--- src/rtl/mem_access_unit_if.sv ---
// Data-memory bus between the memory-stage master and the data-memory slave.
interface mem_access_unit_if;
  logic        dmem_req;
  logic        dmem_we;
  logic [31:0] dmem_addr;
  logic [31:0] dmem_wdata;
  logic [3:0]  dmem_wstrb;
  logic        dmem_ack;
  logic [31:0] dmem_rdata;

  modport master (
    output dmem_req, dmem_we, dmem_addr, dmem_wdata, dmem_wstrb,
    input  dmem_ack, dmem_rdata
  );

  modport slave (
    input  dmem_req, dmem_we, dmem_addr, dmem_wdata, dmem_wstrb,
    output dmem_ack, dmem_rdata
  );
endinterface

--- src/rtl/mem_access_unit.sv ---
// Memory-stage data-bus master: one req/ack transaction per load/store,
// pipeline stall while outstanding, formatted load result, bounded by a
// timeout counter.
// Optional macro MEM_MISALIGN_TRAP_EN: misaligned half/word accesses are
// trapped (no bus request, one-cycle misalign_out) instead of force-aligned.
module mem_access_unit #(
  parameter int unsigned TIMEOUT = 16
) (
  input  logic                      clk,
  input  logic                      rst,
  input  logic                      valid_in,
  input  logic                      mem_read_in,
  input  logic                      mem_write_in,
  input  logic [2:0]                funct3_in,
  input  logic [31:0]               mem_addr_in,
  input  logic [31:0]               store_data_in,
  mem_access_unit_if.master         dmem,
  output logic                      stall_out,
  output logic [31:0]               load_data_out,
  output logic                      done_out,
  output logic                      bus_err_out,
  output logic                      misalign_out
);

  localparam int unsigned CW = (TIMEOUT < 2) ? 1 : $clog2(TIMEOUT + 1);

  typedef enum logic [1:0] {IDLE, BUSY, DONE} state_t;

  state_t          r_state, w_next;
  logic            r_req, r_we, r_err;
  logic [31:0]     r_addr, r_wdata, r_load;
  logic [3:0]      r_wstrb;
  logic [2:0]      r_f3;
  logic [1:0]      r_lo;
  logic [CW-1:0]   r_cnt;

  logic            w_legal, w_access, w_trap, w_mem_op, w_expire;
  logic            w_stall, w_done, w_mis;
  logic [3:0]      w_wstrb;
  logic [31:0]     w_wdata, w_fmt;
  logic [7:0]      w_byte;
  logic [15:0]     w_half;

  // Decode: legal width codes and whether this slot needs the bus
  always_comb begin
    w_legal  = (funct3_in == 3'b000) || (funct3_in == 3'b001) ||
               (funct3_in == 3'b010) || (funct3_in == 3'b100) ||
               (funct3_in == 3'b101);
    w_access = valid_in & (mem_read_in | mem_write_in) & w_legal;
`ifdef MEM_MISALIGN_TRAP_EN
    w_trap   = w_access &
               (((funct3_in[1:0] == 2'b01) & mem_addr_in[0]) |
                ((funct3_in[1:0] == 2'b10) & (|mem_addr_in[1:0])));
`else
    w_trap   = 1'b0;
`endif
    w_mem_op = w_access & ~w_trap;
  end

  // Store lane steering; reads drive no byte enables
  always_comb begin
    w_wstrb = 4'b0000;
    w_wdata = 32'd0;
    if (mem_write_in) begin
      case (funct3_in[1:0])
        2'b00: begin
          w_wstrb = 4'b0001 << mem_addr_in[1:0];
          w_wdata = {4{store_data_in[7:0]}};
        end
        2'b01: begin
          w_wstrb = mem_addr_in[1] ? 4'b1100 : 4'b0011;
          w_wdata = {2{store_data_in[15:0]}};
        end
        default: begin
          w_wstrb = 4'b1111;
          w_wdata = store_data_in;
        end
      endcase
    end
  end

  // Load formatting from the captured address lane and width code
  always_comb begin
    case (r_lo)
      2'd0:    w_byte = dmem.dmem_rdata[7:0];
      2'd1:    w_byte = dmem.dmem_rdata[15:8];
      2'd2:    w_byte = dmem.dmem_rdata[23:16];
      default: w_byte = dmem.dmem_rdata[31:24];
    endcase
    w_half = r_lo[1] ? dmem.dmem_rdata[31:16] : dmem.dmem_rdata[15:0];
    case (r_f3)
      3'b000:  w_fmt = {{24{w_byte[7]}}, w_byte};
      3'b100:  w_fmt = {24'd0, w_byte};
      3'b001:  w_fmt = {{16{w_half[15]}}, w_half};
      3'b101:  w_fmt = {16'd0, w_half};
      default: w_fmt = dmem.dmem_rdata;
    endcase
  end

  // FSM state register
  always_ff @(posedge clk or posedge rst) begin
    if (rst) r_state <= IDLE;
    else     r_state <= w_next;
  end

  // FSM next-state and stage control
  always_comb begin
    w_next   = r_state;
    w_stall  = 1'b0;
    w_done   = 1'b0;
    w_mis    = 1'b0;
    w_expire = 1'b0;
    case (r_state)
      IDLE: begin
        w_mis  = w_trap;
        w_done = w_trap;
        if (w_mem_op) begin
          w_stall = 1'b1;
          w_next  = BUSY;
        end
      end
      BUSY: begin
        w_stall = 1'b1;
        if (dmem.dmem_ack) begin
          w_next = DONE;
        end else if ((TIMEOUT != 0) && (r_cnt == CW'(TIMEOUT - 1))) begin
          w_expire = 1'b1;
          w_next   = DONE;
        end
      end
      DONE: begin
        w_done = 1'b1;
        w_next = IDLE;
      end
      default: w_next = IDLE;
    endcase
  end

  // Bus registers, timeout counter and load result
  always_ff @(posedge clk or posedge rst) begin
    if (rst) begin
      r_req   <= 1'b0;
      r_we    <= 1'b0;
      r_addr  <= 32'd0;
      r_wdata <= 32'd0;
      r_wstrb <= 4'd0;
      r_f3    <= 3'd0;
      r_lo    <= 2'd0;
      r_cnt   <= '0;
      r_load  <= 32'd0;
      r_err   <= 1'b0;
    end else begin
      case (r_state)
        IDLE: begin
          r_err <= 1'b0;
          if (w_mem_op) begin
            r_req   <= 1'b1;
            r_we    <= mem_write_in;
            r_addr  <= {mem_addr_in[31:2], 2'b00};
            r_wdata <= w_wdata;
            r_wstrb <= w_wstrb;
            r_f3    <= funct3_in;
            r_lo    <= mem_addr_in[1:0];
            r_cnt   <= '0;
          end
        end
        BUSY: begin
          if (dmem.dmem_ack) begin
            r_req  <= 1'b0;
            r_load <= r_we ? 32'd0 : w_fmt;
            r_err  <= 1'b0;
          end else if (w_expire) begin
            r_req  <= 1'b0;
            r_load <= 32'd0;
            r_err  <= 1'b1;
          end else begin
            r_cnt  <= r_cnt + CW'(1);
          end
        end
        default: r_err <= 1'b0;
      endcase
    end
  end

  assign dmem.dmem_req   = r_req;
  assign dmem.dmem_we    = r_we;
  assign dmem.dmem_addr  = r_addr;
  assign dmem.dmem_wdata = r_wdata;
  assign dmem.dmem_wstrb = r_wstrb;

  assign stall_out     = w_stall & ~rst;
  assign done_out      = w_done & ~rst;
  assign misalign_out  = w_mis & ~rst;
  assign bus_err_out   = r_err;
  assign load_data_out = (r_state == DONE) ? r_load : 32'd0;

endmodule
--- src/flat_wrapper.sv ---
// flat-port wrapper written by rule: the top's interface ports become plain ports
module mem_access_unit_flat 
#(
  parameter int unsigned TIMEOUT = 16
)
  (clk, rst, valid_in, mem_read_in, mem_write_in, funct3_in, mem_addr_in, store_data_in, stall_out, load_data_out, done_out, bus_err_out, misalign_out, dmem_dmem_req, dmem_dmem_we, dmem_dmem_addr, dmem_dmem_wdata, dmem_dmem_wstrb, dmem_dmem_ack, dmem_dmem_rdata);
  mem_access_unit_if dmem_i ();
  input  logic clk;
  input  logic rst;
  input  logic valid_in;
  input  logic mem_read_in;
  input  logic mem_write_in;
  input  logic [2:0] funct3_in;
  input  logic [31:0] mem_addr_in;
  input  logic [31:0] store_data_in;
  output logic stall_out;
  output logic [31:0] load_data_out;
  output logic done_out;
  output logic bus_err_out;
  output logic misalign_out;
  output wire logic [$bits(dmem_i.dmem_req)-1:0] dmem_dmem_req;
  output wire logic [$bits(dmem_i.dmem_we)-1:0] dmem_dmem_we;
  output wire logic [$bits(dmem_i.dmem_addr)-1:0] dmem_dmem_addr;
  output wire logic [$bits(dmem_i.dmem_wdata)-1:0] dmem_dmem_wdata;
  output wire logic [$bits(dmem_i.dmem_wstrb)-1:0] dmem_dmem_wstrb;
  input wire logic [$bits(dmem_i.dmem_ack)-1:0] dmem_dmem_ack;
  input wire logic [$bits(dmem_i.dmem_rdata)-1:0] dmem_dmem_rdata;
  assign dmem_dmem_req = dmem_i.dmem_req;
  assign dmem_dmem_we = dmem_i.dmem_we;
  assign dmem_dmem_addr = dmem_i.dmem_addr;
  assign dmem_dmem_wdata = dmem_i.dmem_wdata;
  assign dmem_dmem_wstrb = dmem_i.dmem_wstrb;
  assign dmem_i.dmem_ack = dmem_dmem_ack;
  assign dmem_i.dmem_rdata = dmem_dmem_rdata;
  mem_access_unit #(.TIMEOUT(TIMEOUT)) u_core (.clk(clk), .rst(rst), .valid_in(valid_in), .mem_read_in(mem_read_in), .mem_write_in(mem_write_in), .funct3_in(funct3_in), .mem_addr_in(mem_addr_in), .store_data_in(store_data_in), .dmem(dmem_i), .stall_out(stall_out), .load_data_out(load_data_out), .done_out(done_out), .bus_err_out(bus_err_out), .misalign_out(misalign_out));
endmodule
--- config.mk ---
export PLATFORM = sky130hd
export DESIGN_NAME = mem_access_unit_flat
export DESIGN_NICKNAME = d
export VERILOG_FILES = /design/src/rtl/mem_access_unit_if.sv /design/src/rtl/mem_access_unit.sv /design/src/flat_wrapper.sv
export SDC_FILE = /design/constraint.sdc
export NUM_CORES = 1
export LEC_CHECK = 0
export CORE_MARGIN = 3
export CORE_UTILIZATION = 46
export CTS_BUF_LIST = sky130_fd_sc_hd__clkbuf_4 sky130_fd_sc_hd__clkbuf_8
export DETAILED_ROUTE_END_ITERATION = 12
export HOLD_SLACK_MARGIN = 0.08
export PLACE_DENSITY_LB_ADDON = 0.08
export SLEW_MARGIN = 40
export SYNTH_ARGS = -nofsm -noshare
export SYNTH_HDL_FRONTEND = slang
export SYNTH_SLANG_ARGS = --single-unit
--- constraint.sdc ---
create_clock -name clk -period 4 [get_ports clk]
set_clock_uncertainty 0.2 [all_clocks]
set_input_delay 0.6 -clock clk [delete_from_list [all_inputs] [get_ports clk]]
set_output_delay 0.6 -clock clk [all_outputs]
set_load 0.03 [all_outputs]
==> impl.org, run 1 <==
** STA
- Static timing analysis puts the maximum clock frequency at 0.3325 GHz.
- Tcrit/Tclk final :: 75.18%
- Hold is met by 0.2635 ns.
- Once routing completed, OpenROAD measured the worst setup slack at 0.9927 ns.
- The final-report hold violation count was 0.
- The number of pins with negative max-slew slack in the final report came to 0.
- Clock period minus final worst setup slack :: 3.007 ns
- At the pin with the least slew margin, the transition time is 0.7799 ns.
- Relative max-transition margin :: 48.01%
- Setup violations remaining at the end of the flow were counted as 0.
- Setup repair after global routing left no endpoint under its margin.
- Summed over all failing endpoints, the final setup total negative slack is 0 ns.

** Worst setup path
- Req. time, crit path :: 3.20 ns
- Arrival time of data at the critical path endpoint :: 2.21 ns
- The worst setup path is launched from a register.
- Largest driver fanout on the critical path :: 36
- Kind of critical path :: reg2out
- In this run the worst setup path begins at u_core.r_state[0]$_DFFE_PP0P_.
- In this run the critical register-to-register path is launched from u_core.r_cnt[0]$_DFFE_PP0P_.
- Nature of the critical path endpoint :: output pin

** Layout
- Ant diodes :: 0
- After routing the design area is 8082 um^2.
- # nets final :: 911
- Once layout is complete, the utilization of the core stands at 69.59%.
- Of the cells placed in the final design, the portion with a size suffix greater than 1 is 8.834%.
- The area growth from synthesis to layout is 45.83%.

** Clocking
- CTS Buf Count :: 17
- In this run, post-CTS hold repair placed 0 buffers.
- Clock tree from TritonCTS :: built
- In this run, post-CTS repair resized a total of 0 instances.
- Clock-pin slew of the registers on the worst-case setup and hold paths :: 0.07 ns
- Setup repair bufs after CTS :: 0
- Skew-Pair Late Insertion Delay :: 0.43 ns
- Number of clock sinks seen by CTS :: 113
- Clock root buffer :: clkbuf_8
- Number of levels the H-tree was split into :: 4
- In this run the deepest clock path goes through 2 buffers.

** Status
- Outcome :: finished clean

** Die
- Effective utilization at floorplan :: 47.72%
- Ports :: 211
- From left edge to right edge, the die measures 115.8 um.
- Core Area :: 11610 um^2
- The die is 115.8 um tall.
- In this run the core area contains 39 standard-cell rows.
- The die covers 13400 um^2.

** Routing
- Detailed routing inserted a total of 5197 vias.
- Before antenna repair, the detailed router went through 5 iterations.
- The count of nets left with antenna violations once routing finished came out at 0.
- After detailed routing, the number of remaining DRC violations is 0.
- Post-detailed-routing wire length :: 16.29 mm
- After detailed routing, the number of vias per cell comes to 5.425.
- Final routed wire length divided by cell count :: 17.01 um
- In this run, the number of DRC markers left after iteration 0 of detailed routing was 393.

** Yosys
- Synthesized area divided by synthesized cell count :: 9.040 um^2
- Commonest cells in the synthesized netlist :: nand2_1, dfrtp_1, nand3_1, o21ai_0, and3_1
- Leading cell type by number of instances after synthesis :: nand2_1
- The Yosys step of the flow raised 0 warnings.
- Post-synth top area share :: 51.03%
- The largest total area in the synthesized netlist belongs to dfrtp_1.
- Async set or reset register ratio after synthesis :: 100.0%
- Post-synthesis sequential area ratio :: 51.03%
- Number of enable flip-flop cells after synthesis :: 0
- Seq cells post-synth :: 113
- After synthesis, the cell types taking the most area are dfrtp_1, nand2_1, mux2_2, and3_1, nand3_1.
- Total standard cell area after synthesis :: 5542 um^2
- Counting distinct cell types in the post-synthesis netlist gives 40.
- In the synthesized netlist the dominant register cell turns out to be dfrtp_1.
- Count of mapped cells out of synthesis :: 613

** Power
- Across the VDD grid, the largest voltage drop is 0.3717 mV.
- P_leak :: 3.835 nW
- PwrDens :: 549.0 nW/um^2

** GRT
- Number of antenna violations at the first check in global routing :: 0
- Maximum number of pins on one net before global-route repair :: 67
- The first global-routing pass estimated 26.08 mm of wire.
- Overall overflow remaining after global route :: 0
- Total track usage :: 24.94%
- Number of global-route vias before repair :: 5059

** Placement
- Number of buffer cells added on primary ports :: 207
- Detailed placement finished with a half-perimeter wire length of 11.67 mm.
- Routability-driven placement congestion ratio :: 0.8682
- Summing all placed instances gives a cell area of 7705 um^2.
- Worst slack after detailed placement :: 1.059 ns

** Hold path
- The min-delay analysis places its worst path in the category reg2reg.
- The startpoint identified for the worst hold timing path is u_core.dmem.dmem_wdata[5]$_DFFE_PP0P_.

** Job
- Max-cap violations in this run came to 0.
report_power, final:
group	total (W)	switching, W	internal [W]
Combinational	0.00168	0.000933	0.000749
Sequential	0.00176	0.000260	0.00150
Clock	0.000994	0.000437	0.000556
cells in the final DEF, fill, tap and decap left out, types with 6 or more instances in the layout:
cell type and count:
clkdlybuf4s50_1 206, nand3_1 35, nor2b_1 7, mux2i_1 15, clkbuf_8 20, nand2_1 208, nor2_1 12, o21ai_0 35
a221o_1 17, and3_1 33, dfrtp_1 113, inv_1 7, a21oi_1 6, mux2_2 23, buf_4 8, a32o_1 9
nand2b_1 16
kinds of logic after synthesis:
logic type      synth area share (%)
xor+xnor                      0.1581
mux                            7.631
fa+ha+maj                     0.4515
simple gates                   26.39
buf+inv                        4.313
flops                          51.03
compound gates                 9.958
other cells                  0.06767
critical path: stages, from the launching register on:
cell,delay [ns]
dfrtp_1,0.46
inv_2,0.38
and3_1,0.26
clkdlybuf4s50_1,0.68
path summary, 6_finish.rpt:
check | end | slack [ns] | cells after the start
min | u_core.dmem.dmem_wdata[5]$_DFFE_PP0P_ | 0.26 | 2
max reg2reg | u_core.r_cnt[3]$_DFFE_PP0P_ | 1.45 | 6
min in group asynchronous | u_core.r_load[7]$_DFFE_PP0P_ | 0.50 | 2
max in group asynchronous | u_core.dmem.dmem_wdata[11]$_DFFE_PP0P_ | 2.36 | 3
min reg2reg | u_core.dmem.dmem_wdata[5]$_DFFE_PP0P_ | 0.26 | 2
max | load_data_out[15] | 0.99 | 3
sequential cells by signal (all words and copies together), names as in the netlist:
signal,cells
u_core.dmem.dmem_wdata,32
u_core.r_load,32
u_core.dmem.dmem_addr,30
u_core.r_cnt,5
u_core.dmem.dmem_wstrb,4
u_core.r_f3,3
u_core.r_lo,2
u_core.r_state,2
u_core.bus_err_out,1
u_core.dmem.dmem_req,1
u_core.dmem.dmem_we,1
through the flow:
stage                     power [W]  std cells
after global routing       0.004705        958
after floorplan            0.002731        615
final                      0.004437        958
after global placement     0.003406        927
after CTS                  0.004471        957
after detailed placement   0.003451        927
per-layer routing:
layer  track usage, %  vias to the layer above  wire (um)
met5                0                        -          0
met4            8.198                        0        261
met3            9.138                       23       1402
met2            39.05                      214       7887
met1            32.36                     2501       6740
li1                 -                     2459          -
layout make-up:
class | count | area, um^2
multi-input combinational | 446 | 2494
clock inverter | 6 | 57.56
tap | 143 | 178.9
fill | 926 | 3532
sequential | 113 | 2828
clock buffer | 24 | 305.3
timing repair buffer | 217 | 2182
inverter | 9 | 36.28
Power figures use the tool's default switching activity.
==> inputs of run 2 (changes only) <==
--- a/config.mk
+++ b/config.mk
@@ -6,7 +6,7 @@
 export NUM_CORES = 1
 export LEC_CHECK = 0
 export CORE_MARGIN = 3
-export CORE_UTILIZATION = 46
+export CORE_UTILIZATION = 41
 export CTS_BUF_LIST = sky130_fd_sc_hd__clkbuf_4 sky130_fd_sc_hd__clkbuf_8
 export DETAILED_ROUTE_END_ITERATION = 12
 export HOLD_SLACK_MARGIN = 0.08
==> constraint.sdc (replaced) <==
create_clock -name clk -period 2.4 [get_ports clk]
set_clock_uncertainty 0.2 [all_clocks]
set_input_delay 0.36 -clock clk [delete_from_list [all_inputs] [get_ports clk]]
set_output_delay 0.36 -clock clk [all_outputs]
set_load 0.03 [all_outputs]
==> run 2 against run 1 <==
Against the previous run: first-iteration DRC count decreased by 5.9%; sequential share of layout area decreased by 0.41 points; via count up 0.27%; flip-flop and latch count stayed put; clock power up 80%; setup slack got worse by 0.93 ns; combinational power rose by 73%; global-route usage is 1.8 points lower; die area rose by 12%; count of clock-buffer cells in the layout rose by 4.
==> impl.org, run 2 (same netlist as run 1, synthesis figures left out) <==
** Clocking
- Clock root buffer :: clkbuf_8
- The clock insertion delay at the later pin of the skew report is 0.44 ns (about the same).
- TritonCTS built the clock tree.
- Number of clock sinks seen by CTS :: 113 (unchanged)
- Number of levels the H-tree was split into :: 4 (unchanged)
- CTS Buf Count :: 17 (unchanged)
- Max Buffers Root-to-Sink :: 2 (unchanged)
- The number of hold buffers added after cts came to 0 (unchanged).
- Clock-pin slew of the registers on the worst-case setup and hold paths :: 0.06 ns (about the same)

** STA
- The worst path needs 2.340 ns of the cycle, external delays included.
- Static timing analysis puts the maximum clock frequency at 0.4274 GHz.
- The number of pins with negative max-slew slack in the final report is 0 (unchanged).
- Final Worst Setup Slack :: 0.06036 ns (-0.9323 ns)
- Worst Hold Slack :: 0.2409 ns (-0.02266 ns)
- Dividing the final minimum period by the clock period gives 97.49%.
- The final-report hold violation count came to 0 (unchanged).
- Relative max-transition margin :: 52.23% (+4.2 points)
- The actual transition at the worst max-transition pin was 0.7158 ns (-0.06407 ns).
- The aggregate negative setup slack is 0 ns (unchanged).
- The total of endpoints with negative setup slack in the final report is 0 (unchanged).

** Routing
- The antenna violation net count after detailed routing is 0 (unchanged).
- The post-detailed-route via-to-cell ratio came to 5.211 (-3.9%).
- The wire length per cell after detailed routing was 16.89 um (-0.65%).
- The number of iterations in the first detailed-routing pass is 5 (unchanged).
- Post-detailed-routing wire length :: 16.89 mm (+3.7%)
- The count of vias placed by the detailed router came to 5211 (+0.27%).
- First-iteration detailed-routing DRC count :: 370 (-5.9%)
- The number of remaining DRC errors was 0 (unchanged).

** GRT
- The global router's overall resource usage came to 23.15% (-1.8 points).
- Number of antenna violations at the first check in global routing :: 0 (unchanged)
- Number of global-route vias before repair :: 5269 (+4.2%)
- Overall overflow remaining after global route :: 0 (unchanged)
- The first-pass GRT wire length was 26.81 mm (+2.8%).
- Maximum number of pins on one net before global-route repair :: 114 (+70%)

** Die
- The cell row count came to 41 (+5.1%).
- The core outline area came to 12930 um^2 (+11%).
- Effective utilization at floorplan :: 42.87% (-4.8 points)
- Die ar. :: 14950 um^2 (+12%)
- Chip Height :: 122.3 um (+5.6%)
- Chip width :: 122.3 um (+5.6%)
- Ports :: 211 (unchanged)

** Worst setup path
- Arrival time of data at the critical path endpoint :: 2.51 ns (+0.30 ns)
- Register-to-Register Path Depth :: 6 (unchanged)
- The worst stage delay on the critical path came to 0.55 ns (-0.13 ns).
- Critical-path cell with the highest stage delay :: or4b_4
- The critical-path maximum fanout came to 5 (-86%).
- Kind of critical path :: reg2reg
- Worst reg2reg endpoint :: u_core.r_cnt[3]$_DFFE_PP0P_
- The setup slack on the worst flop-to-flop path came to 0.06 ns (-1.39 ns).
- Req. time, crit path :: 2.57 ns (-0.63 ns)
- Nature of the critical path endpoint :: register
- STA classifies the critical path startpoint as a register.
- The signal on the critical path passes through ha_1 -> and3_1 -> ha_2 -> or4b_4 -> or3_1 -> a21oi_1.
- Reg2Reg Launch Point :: u_core.r_cnt[0]$_DFFE_PP0P_

** Hold path
- For hold timing, the worst endpoint is u_core.dmem.dmem_addr[13]$_DFFE_PP0P_.
- Beginning of the worst hold path :: mem_addr_in[13]
- Worst Hold Path Cells :: 3 (+1)
- Class of the tightest hold or removal check :: in2reg

** Layout
- Layout cell share with drive strength beyond 1 :: 14.49% (+5.7 points)
- The area growth from synthesis to layout is 47.55%.
- Ant diodes :: 0 (unchanged)
- The library cell used most frequently in the layout, excluding fill and tap cells, is nand2_1.
- The post-layout net count is 922 (+1.2%).
- The post-route core utilization is 63.25% (-6.3 points).
- Most frequent cells in the layout :: nand2_1, clkdlybuf4s50_1, dfrtp_1

** Placement
- The number of port buffers came to 207 (unchanged).
- The pre-CTS setup slack came to -0.05789 ns (-1.117 ns).
- The last weighted congestion value of the routability-driven placer is 0.8486 (-2.3%).
- The half-perimeter wire length after detailed placement was 11.99 mm (+2.7%).

** Power
- The total leakage power was 3.979 nW (+3.8%).
- The highest ir drop seen on vdd was 0.5367 mV (+44%).
- The overall power of the completed layout came to 0.007568 W (+71%).
- PwrDens :: 925.6 nW/um^2 (+69%)

** Job
- Maximum capacitance violations :: 0 (unchanged)

** Status
- The flow ran to the end, and the final reports show no timing, DRC or antenna violations.
[run 2: changes by cell type in the layout (fill, tap and decap cells not counted), sizes merged]
cell and change:
clkdlybuf4s50 -33, clkbuf +4, inv -1, buf +44, clkinv -1
[run 2: worst max path at each step]
stage	start	end	slack, ns	depth (start not counted)
floorplan	u_core.r_cnt[0]$_DFFE_PP0P_	u_core.r_cnt[3]$_DFFE_PP0P_	0.1	7
global placement	dmem_dmem_rdata[23]	u_core.r_load[16]$_DFFE_PP0P_	-0.005	5
detailed placement	dmem_dmem_rdata[23]	u_core.r_load[23]$_DFFE_PP0P_	-0.06	5
CTS	u_core.r_cnt[1]$_DFFE_PP0P_	u_core.r_cnt[1]$_DFFE_PP0P_	0.02	7
global route	u_core.r_cnt[0]$_DFFE_PP0P_	u_core.r_cnt[3]$_DFFE_PP0P_	-0.004	7
finish	u_core.r_cnt[0]$_DFFE_PP0P_	u_core.r_cnt[3]$_DFFE_PP0P_	0.06	6
[run 2: power breakdown]
group	switching (W)	internal, W	total, W	leakage (nW)
sequential	0.000366	0.00250	0.00287	1.45
combinational	0.00163	0.00128	0.00291	2.31
clock	0.000732	0.00105	0.00179	0.217
[run 2: final cells by class]
type,instances,area (um^2)
inverters,9,37.54
clock inverters,4,45.04
clock buffers,28,360.3
flip-flops and latches,113,2828
multi-input cells,446,2496
repair buffers,228,2195
fillers,1101,4751
well taps,172,215.2
[run 2: routing by layer]
| metal | vias up | GRT usage (%) | share of wire [%] |
|---|---|---|---|
| li1 | 2482 | - | - |
| met1 | 2497 | 28.42 | 41 |
| met2 | 200 | 36.38 | 48 |
| met3 | 32 | 9.309 | 8.6 |
| met4 | 0 | 9.587 | 2.5 |
| met5 | - | 0 | 0 |
[run 2: stage by stage]
| stage | cells | area (um^2) |
|---|---|---|
| 2_1_floorplan | 615 | 5553 |
| 3_3_place_gp | 966 | 7747 |
| 3_5_place_dp | 966 | 7750 |
| 4_1_cts | 998 | 8155 |
| 5_1_grt | 1000 | 8177 |
| 6_report | 1000 | 8177 |
[run 2: repair_timing]
action	in CTS	in global routing
buffers inserted	0	1
resized for setup	0	2
setup endpoints to repair	0	2
[run 2: worst max-delay path: cells and delay by family (launching register included)]
| kind | cells | cell delay (ns) |
|---|---|---|
| AO/OA/AOI/OAI | 1 | 0.15 |
| adder cells (fa/ha/maj) | 2 | 0.40 |
| flip-flops | 1 | 0.39 |
| AND/OR/NAND/NOR | 3 | 1.12 |
==> inputs of run 3 (changes only) <==
--- a/config.mk
+++ b/config.mk
@@ -5,10 +5,12 @@
 export SDC_FILE = /design/constraint.sdc
 export NUM_CORES = 1
 export LEC_CHECK = 0
+export ABC_AREA = 0
 export CORE_MARGIN = 3
 export CORE_UTILIZATION = 41
 export CTS_BUF_LIST = sky130_fd_sc_hd__clkbuf_4 sky130_fd_sc_hd__clkbuf_8
 export DETAILED_ROUTE_END_ITERATION = 12
+export GPL_ROUTABILITY_DRIVEN = 0
 export HOLD_SLACK_MARGIN = 0.08
 export PLACE_DENSITY_LB_ADDON = 0.08
 export SLEW_MARGIN = 40
==> results of run 3 <==
Final layout, timing and power as in run 2 (identical DEF).
